**config.mk**
```make
export PLATFORM = sky130hd
export DESIGN_NAME = control_fsm
export DESIGN_NICKNAME = d
export VERILOG_FILES = /design/src/rtl/control_fsm.sv
export SDC_FILE = /design/constraint.sdc
export NUM_CORES = 1
export LEC_CHECK = 0
export ABC_AREA = 1
export CAP_MARGIN = 20
export CORE_MARGIN = 5
export CORE_UTILIZATION = 30
export DETAILED_ROUTE_END_ITERATION = 10
export GPL_ROUTABILITY_DRIVEN = 1
export PLACE_DENSITY = 0.55
export SLEW_MARGIN = 20
export SYNTH_ARGS = -nofsm -noshare
export SYNTH_HDL_FRONTEND = slang
export SYNTH_SLANG_ARGS = --single-unit
```
**constraint.sdc**
```tcl
create_clock -name clk -period 4.12 [get_ports clk]
set_input_delay 0.824 -clock clk [delete_from_list [all_inputs] [get_ports clk]]
set_output_delay 0.824 -clock clk [all_outputs]
set_load 0.05 [all_outputs]
```
**src/rtl/control_fsm.sv**
```systemverilog
// Multicycle main control unit for the RV64 datapath: sequences fetch/decode/execute/memory/
// writeback, stalls on memory ready, halts on illegal instructions and counts retirements.
module control_fsm #(
  parameter int unsigned CNT_W = 64
) (
  input  logic             clk,
  input  logic             reset,
  input  logic [6:0]       opcode,
  input  logic [2:0]       funct3,
  input  logic             imem_ready,
  input  logic             dmem_ready,
  output logic             PCWrite,
  output logic             PCWriteCond,
  output logic [1:0]       PCSource,
  output logic             ALUSrcA,
  output logic [1:0]       ALUSrcB,
  output logic [1:0]       ALUOp,
  output logic             LoadAOut,
  output logic             RegWrite,
  output logic             LoadRegA,
  output logic             LoadRegB,
  output logic             MemToReg,
  output logic             DMemRead,
  output logic             DMemWrite,
  output logic             LoadMDR,
  output logic             IMemRead,
  output logic             IRWrite,
  output logic             illegal,
  output logic [CNT_W-1:0] retired
);

  localparam logic [6:0] OpLd  = 7'b0000011;
  localparam logic [6:0] OpSd  = 7'b0100011;
  localparam logic [6:0] OpR   = 7'b0110011;
  localparam logic [6:0] OpI   = 7'b0010011;
  localparam logic [6:0] OpBeq = 7'b1100011;

  typedef enum logic [3:0] {
    StFetch, StDecode, StMemAddr, StMemRd, StMemWb, StMemWr,
    StExecR, StExecI, StAluWb, StBranch, StHalt
  } state_e;

  state_e             state_q, state_d;
  logic               illegal_q;
  logic [CNT_W-1:0]   retired_q;
  logic               retire;

  always_comb begin
    state_d     = state_q;
    retire      = 1'b0;
    PCWrite     = 1'b0;
    PCWriteCond = 1'b0;
    PCSource    = 2'b00;
    ALUSrcA     = 1'b0;
    ALUSrcB     = 2'b00;
    ALUOp       = 2'b00;
    LoadAOut    = 1'b0;
    RegWrite    = 1'b0;
    LoadRegA    = 1'b0;
    LoadRegB    = 1'b0;
    MemToReg    = 1'b0;
    DMemRead    = 1'b0;
    DMemWrite   = 1'b0;
    LoadMDR     = 1'b0;
    IMemRead    = 1'b0;
    IRWrite     = 1'b0;
    // Every flag is held low for as long as reset is asserted.
    if (!reset) begin
      unique case (state_q)
        StFetch: begin
          IMemRead = 1'b1;
          ALUSrcB  = 2'b01;
          if (imem_ready) begin
            IRWrite = 1'b1;
            PCWrite = 1'b1;
            state_d = StDecode;
          end
        end
        StDecode: begin
          LoadRegA = 1'b1;
          LoadRegB = 1'b1;
          ALUSrcB  = 2'b11;
          LoadAOut = 1'b1;
          unique case (opcode)
            OpLd, OpSd: state_d = StMemAddr;
            OpR:        state_d = StExecR;
            OpI:        state_d = StExecI;
            OpBeq:      state_d = (funct3 == 3'b000) ? StBranch : StHalt;
            default:    state_d = StHalt;
          endcase
        end
        StMemAddr: begin
          ALUSrcA  = 1'b1;
          ALUSrcB  = 2'b10;
          LoadAOut = 1'b1;
          // IR is stable past fetch; bit 5 separates SD from LD.
          state_d  = opcode[5] ? StMemWr : StMemRd;
        end
        StMemRd: begin
          DMemRead = 1'b1;
          if (dmem_ready) begin
            LoadMDR = 1'b1;
            state_d = StMemWb;
          end
        end
        StMemWb: begin
          RegWrite = 1'b1;
          MemToReg = 1'b1;
          retire   = 1'b1;
          state_d  = StFetch;
        end
        StMemWr: begin
          DMemWrite = 1'b1;
          if (dmem_ready) begin
            retire  = 1'b1;
            state_d = StFetch;
          end
        end
        StExecR: begin
          ALUSrcA  = 1'b1;
          ALUOp    = 2'b10;
          LoadAOut = 1'b1;
          state_d  = StAluWb;
        end
        StExecI: begin
          ALUSrcA  = 1'b1;
          ALUSrcB  = 2'b10;
          ALUOp    = 2'b11;
          LoadAOut = 1'b1;
          state_d  = StAluWb;
        end
        StAluWb: begin
          RegWrite = 1'b1;
          retire   = 1'b1;
          state_d  = StFetch;
        end
        StBranch: begin
          ALUSrcA     = 1'b1;
          ALUOp       = 2'b01;
          PCWriteCond = 1'b1;
          PCSource    = 2'b01;
          retire      = 1'b1;
          state_d     = StFetch;
        end
        StHalt:  state_d = StHalt;
        default: state_d = StFetch;
      endcase
    end
  end

  always_ff @(posedge clk or posedge reset) begin
    if (reset) begin
      state_q   <= StFetch;
      illegal_q <= 1'b0;
      retired_q <= '0;
    end else begin
      state_q <= state_d;
      if (state_d == StHalt) illegal_q <= 1'b1;
      if (retire) retired_q <= retired_q + CNT_W'(1);
    end
  end

  assign illegal = illegal_q;
  assign retired = retired_q;

endmodule

```
=== Word-level counts from Yosys, hierarchy flattened ===
Index checks and enable logic that the tools add are counted.

* Logic and storage cells: 69
* Output and inout bits: 84
* Input port bits: 14
* Register bits after elaboration: 69

* $add $sub $neg: 1
* Multiplexer cells: 40
* Reduce and logical (&&, ||, !) cells: 9
* Equal/unequal tests: 16

{| class="wikitable"
|+ Operator list
! operator !! count
|-
| 64-bit by 1-bit adder with 64-bit output (second input constant) || 1
|-
| 4-bit one-hot mux with 7 select lines || 1
|-
| 1-bit two-way mux || 27
|-
| 4-bit by 3-bit == test with 1-bit output (second input constant) || 4
|-
| 4-bit == test (second input constant) || 4
|-
| 4-bit two-way mux || 4
|-
| 4-bit one-hot mux with 4 select lines || 1
|-
| 7-bit by 6-bit == test with 1-bit output (second input constant) || 2
|-
| 2-bit one-hot mux with 3 select lines || 2
|-
| 4-bit by 2-bit == test with 1-bit output (second input constant) || 2
|-
| 2-bit OR reduction || 4
|-
| 4-bit OR reduction || 2
|-
| 7-bit by 2-bit == test with 1-bit output (second input constant) || 1
|-
| 7-bit by 5-bit == test with 1-bit output (second input constant) || 1
|-
| 7-bit == test (second input constant) || 1
|-
| 2-bit two-way mux || 3
|-
| 4-bit by 1-bit == test with 1-bit output (second input constant) || 1
|-
| 4-bit logical NOT || 1
|-
| 3-bit logical NOT || 1
|-
| 3-bit two-way mux || 1
|-
| 3-bit OR reduction || 1
|-
| 1-bit one-hot mux with 2 select lines || 1
|}

=== Logic depth before layout (Yosys ltp) ===
* Depth after elaboration: 6
* Gate-level depth with buffers: 12
* Gate-level depth less buffers: 12

=== Least setup slack after synthesis ===
No wires, ideal clock.

* Kind: input port to output port
* Start point: in reset
* End point: out ALUSrcB[0]
* Buffers on the path: 1
* Slack: -0.224 ns
* Stages: 4
* Required time: 3.296 ns
* Data arrival time: 3.520 ns
* Path through: buf_2 -> clkinv_1 -> nand2_1 -> o22ai_1

* Word-level cells in the longest chain between the ends: 1

{| class="wikitable"
|+ RTL lines
! item !! RTL line !! RTL
|-
| start, declared || 7 || <nowiki>input logic reset,</nowiki>
|-
| 2-bit two-way mux || 68 || <nowiki>if (!reset) begin</nowiki>
|-
| end, declared || 16 || <nowiki>output logic [1:0] ALUSrcB,</nowiki>
|}

Every way passes these cells.

=== Worst setup path after layout ===
* Start point: in reset
* End point: out PCWriteCond

* Word-level cells in the longest chain between the ends: 1

{| class="wikitable"
|+ RTL lines
! item !! RTL line !! RTL
|-
| 1-bit two-way mux || 68 ||
|-
| end, declared || 13 || <nowiki>output logic PCWriteCond,</nowiki>
|}

Every way passes these cells.

==> results.toml <==
[floorplan]
die_area_mm2 = 0.0189
fp-row-count = 46
die_w_um = 138
initial_core_util = 0.306
die_y_um = 138
core_mm2 = 0.0159
io_pins = 98

[clocking]
ctsHoldBuffers = 0
cts-root-buf = "clkbuf_16"
cts_tree = "done"
clk_pin_slew_ns = 0.05
cts_resized = 0
cts.sinks = 69
cts_setup_buffers = 0
clock_path_buffers = 2
clk_latency_ns = 0.35
cts_buffers = 9
htreeDepth = 3

[sta]
final-setup-viol-count = 0
post-route-period-util = 0.818
finalHoldViolations = 0
worst_slack_ns = 0.752
fin_crit_ns = 3.37
fmax_ghz = 0.297
finClkSkew_ns = 0.0112
setup-tns-final_ns = 0
drv_slew = 0
rsz0062_at_grt = "false"
slew_headroom = 0.423
worstMarginPinSlew_ns = 0.865

[place]
gp_congestion = 0.880
dp_cells = 1061
post-dp-hpwl_um = 12400
port_buffers = 96
dp_slack_ns = 0.732
dpl_cell_area_mm2 = 0.00604

[synth]
ys_seq_area_frac = 0.353
synthDistinctLibCells = 32
syn-instance-count = 759
syn_nets = 774
yosysWarningCount = 0
syn_area_per_cell_um2 = 6.44
netlist_area_mm2 = 0.00489
synth-seq-cells = 69

[critical_path]
worstSetupEndpointType = "output pin"
critical_path_class = "in2out"
worstPathArrival_ns = 2.54
r2r_setup_slack_ns = 1.94
worst_ep_required_time_ns = 3.30
critPathLaunchType = "primary input"
crit_fanout = 18

[detailed_routing]
detail_route.wl_per_cell_um = 14.4
via_per_inst = 4.58
antenna_left = 0
wl_um = 15500
num_vias = 4927
remaining_drc_errors = 0
drt_iter0_markers = 268
first_pass_iters = 4

[layout]
drive_gt1_frac = 0.0594
mostFrequentLayoutCells = "nand2_1 (275), nor2_1 (140), clkdlybuf4s50_1 (93)"
fin_area_mm2 = 0.00632
nFillCells = 1781
antennaDiodeCount = 0
mostFrequentLayoutCell = "nand2_1"
fin_nets = 871
final_util = 0.397
area_delta_synth_final_pct = 29.4
multiInputGateArea_mm2 = 0.00278
finalNonFillerCells = 1075
seqCellArea_mm2 = 0.00173

[global_routing]
grt_pass1_wl_um = 25100
grtUsageTotal = 0.172
grt_pass1_vias = 4727
antenna_found_initial = 0
grt_start_max_net_pins = 48
overflow = 0

[power_and_ir_drop]
total_leakage_power_nw = 2.57
powerDensity_mw_per_mm2 = 461
vdd_drop_max_v = 0.000365

[run]
cap_violations = 0

[worst_hold_path]
hold_path.class = "reg2reg"

[run_status]
status = "complete, no violations"
[cells in the mapped netlist, drive strengths merged]
cell | count | area (um^2)
ha | 1 | 12.5
nand4 | 26 | 163
nand3b | 2 | 15.0
a21oi | 6 | 30.0
xor2 | 19 | 166
nand3 | 47 | 258
nand2 | 284 | 1100
clkbuf | 2 | 7.51
dfrtp | 69 | 1730
conb | 1 | 3.75
nor4 | 1 | 6.26
clkinv | 1 | 3.75
o22ai | 1 | 6.26
xnor2 | 20 | 183
and2 | 4 | 25.0
nor2 | 151 | 604
inv | 73 | 274
buf | 12 | 92.6
nor3 | 20 | 110
o21ai | 19 | 95.1
[where the power goes]
group / internal [mW] / switching, mW / total (mW)
clock network: 0.477 / 0.282 / 0.759
registers: 0.771 / 0.143 / 0.914
logic: 0.357 / 0.881 / 1.24
[metrics by stage]
stage	hold slack [ns]	power, mW
3_3_place_gp	0.453	2.16
6_report	0.468	2.91
2_1_floorplan	0.549	1.79
5_1_grt	0.539	3.09
3_5_place_dp	0.459	2.17
4_1_cts	0.474	2.95
[kinds of logic after synthesis]
group | after synthesis | synth area share
AO/OA/AOI/OAI | 26 | 0.0269
buffers and inverters | 88 | 0.0773
XOR/XNOR | 39 | 0.0714
other | 1 | 0.000768
AND/OR/NAND/NOR | 535 | 0.468
flip-flops | 69 | 0.353
adder cells (fa/ha/maj) | 1 | 0.00256
[path summary, 6_finish.rpt]
check	startpoint	endpoint	cells past startpoint
worst max-delay path	reset	PCWriteCond	4
worst min-delay path	illegal	illegal	2
worst max register to register	state_q[1]	retired[31]	10
worst min register to register	illegal	illegal	2
max in group asynchronous	reset	retired[6]	4
min in group asynchronous	reset	retired[51]	4
[critical path, cell delays in order]
cell and delay [ns]:
clkdlybuf4s50_1 0.39, buf_4 0.20, nor3_1 0.27, clkdlybuf4s50_1 0.86
[area by class of cell]
cell class	count	area share
Multi-Input combinational cell	602	0.440
Sequential cell	69	0.273
Timing Repair Buffer	100	0.156
Inverter	74	0.0441
Tap cell	216	0.0427
Clock buffer	12	0.0390
Clock inverter	2	0.00554
[layer usage]
metal	vias to the layer above	routed length, um	track usage
met5	-	0	0
li1	2571	-	-
met4	0	214	0.0504
met3	16	766	0.0318
met1	2236	7660	0.245
met2	104	6840	0.265
[sequential cells by signal, indices dropped and copies added, names as in the netlist]
signal	count
illegal	1
state_q	4
retired	64
Power figures use the tool's default switching activity.
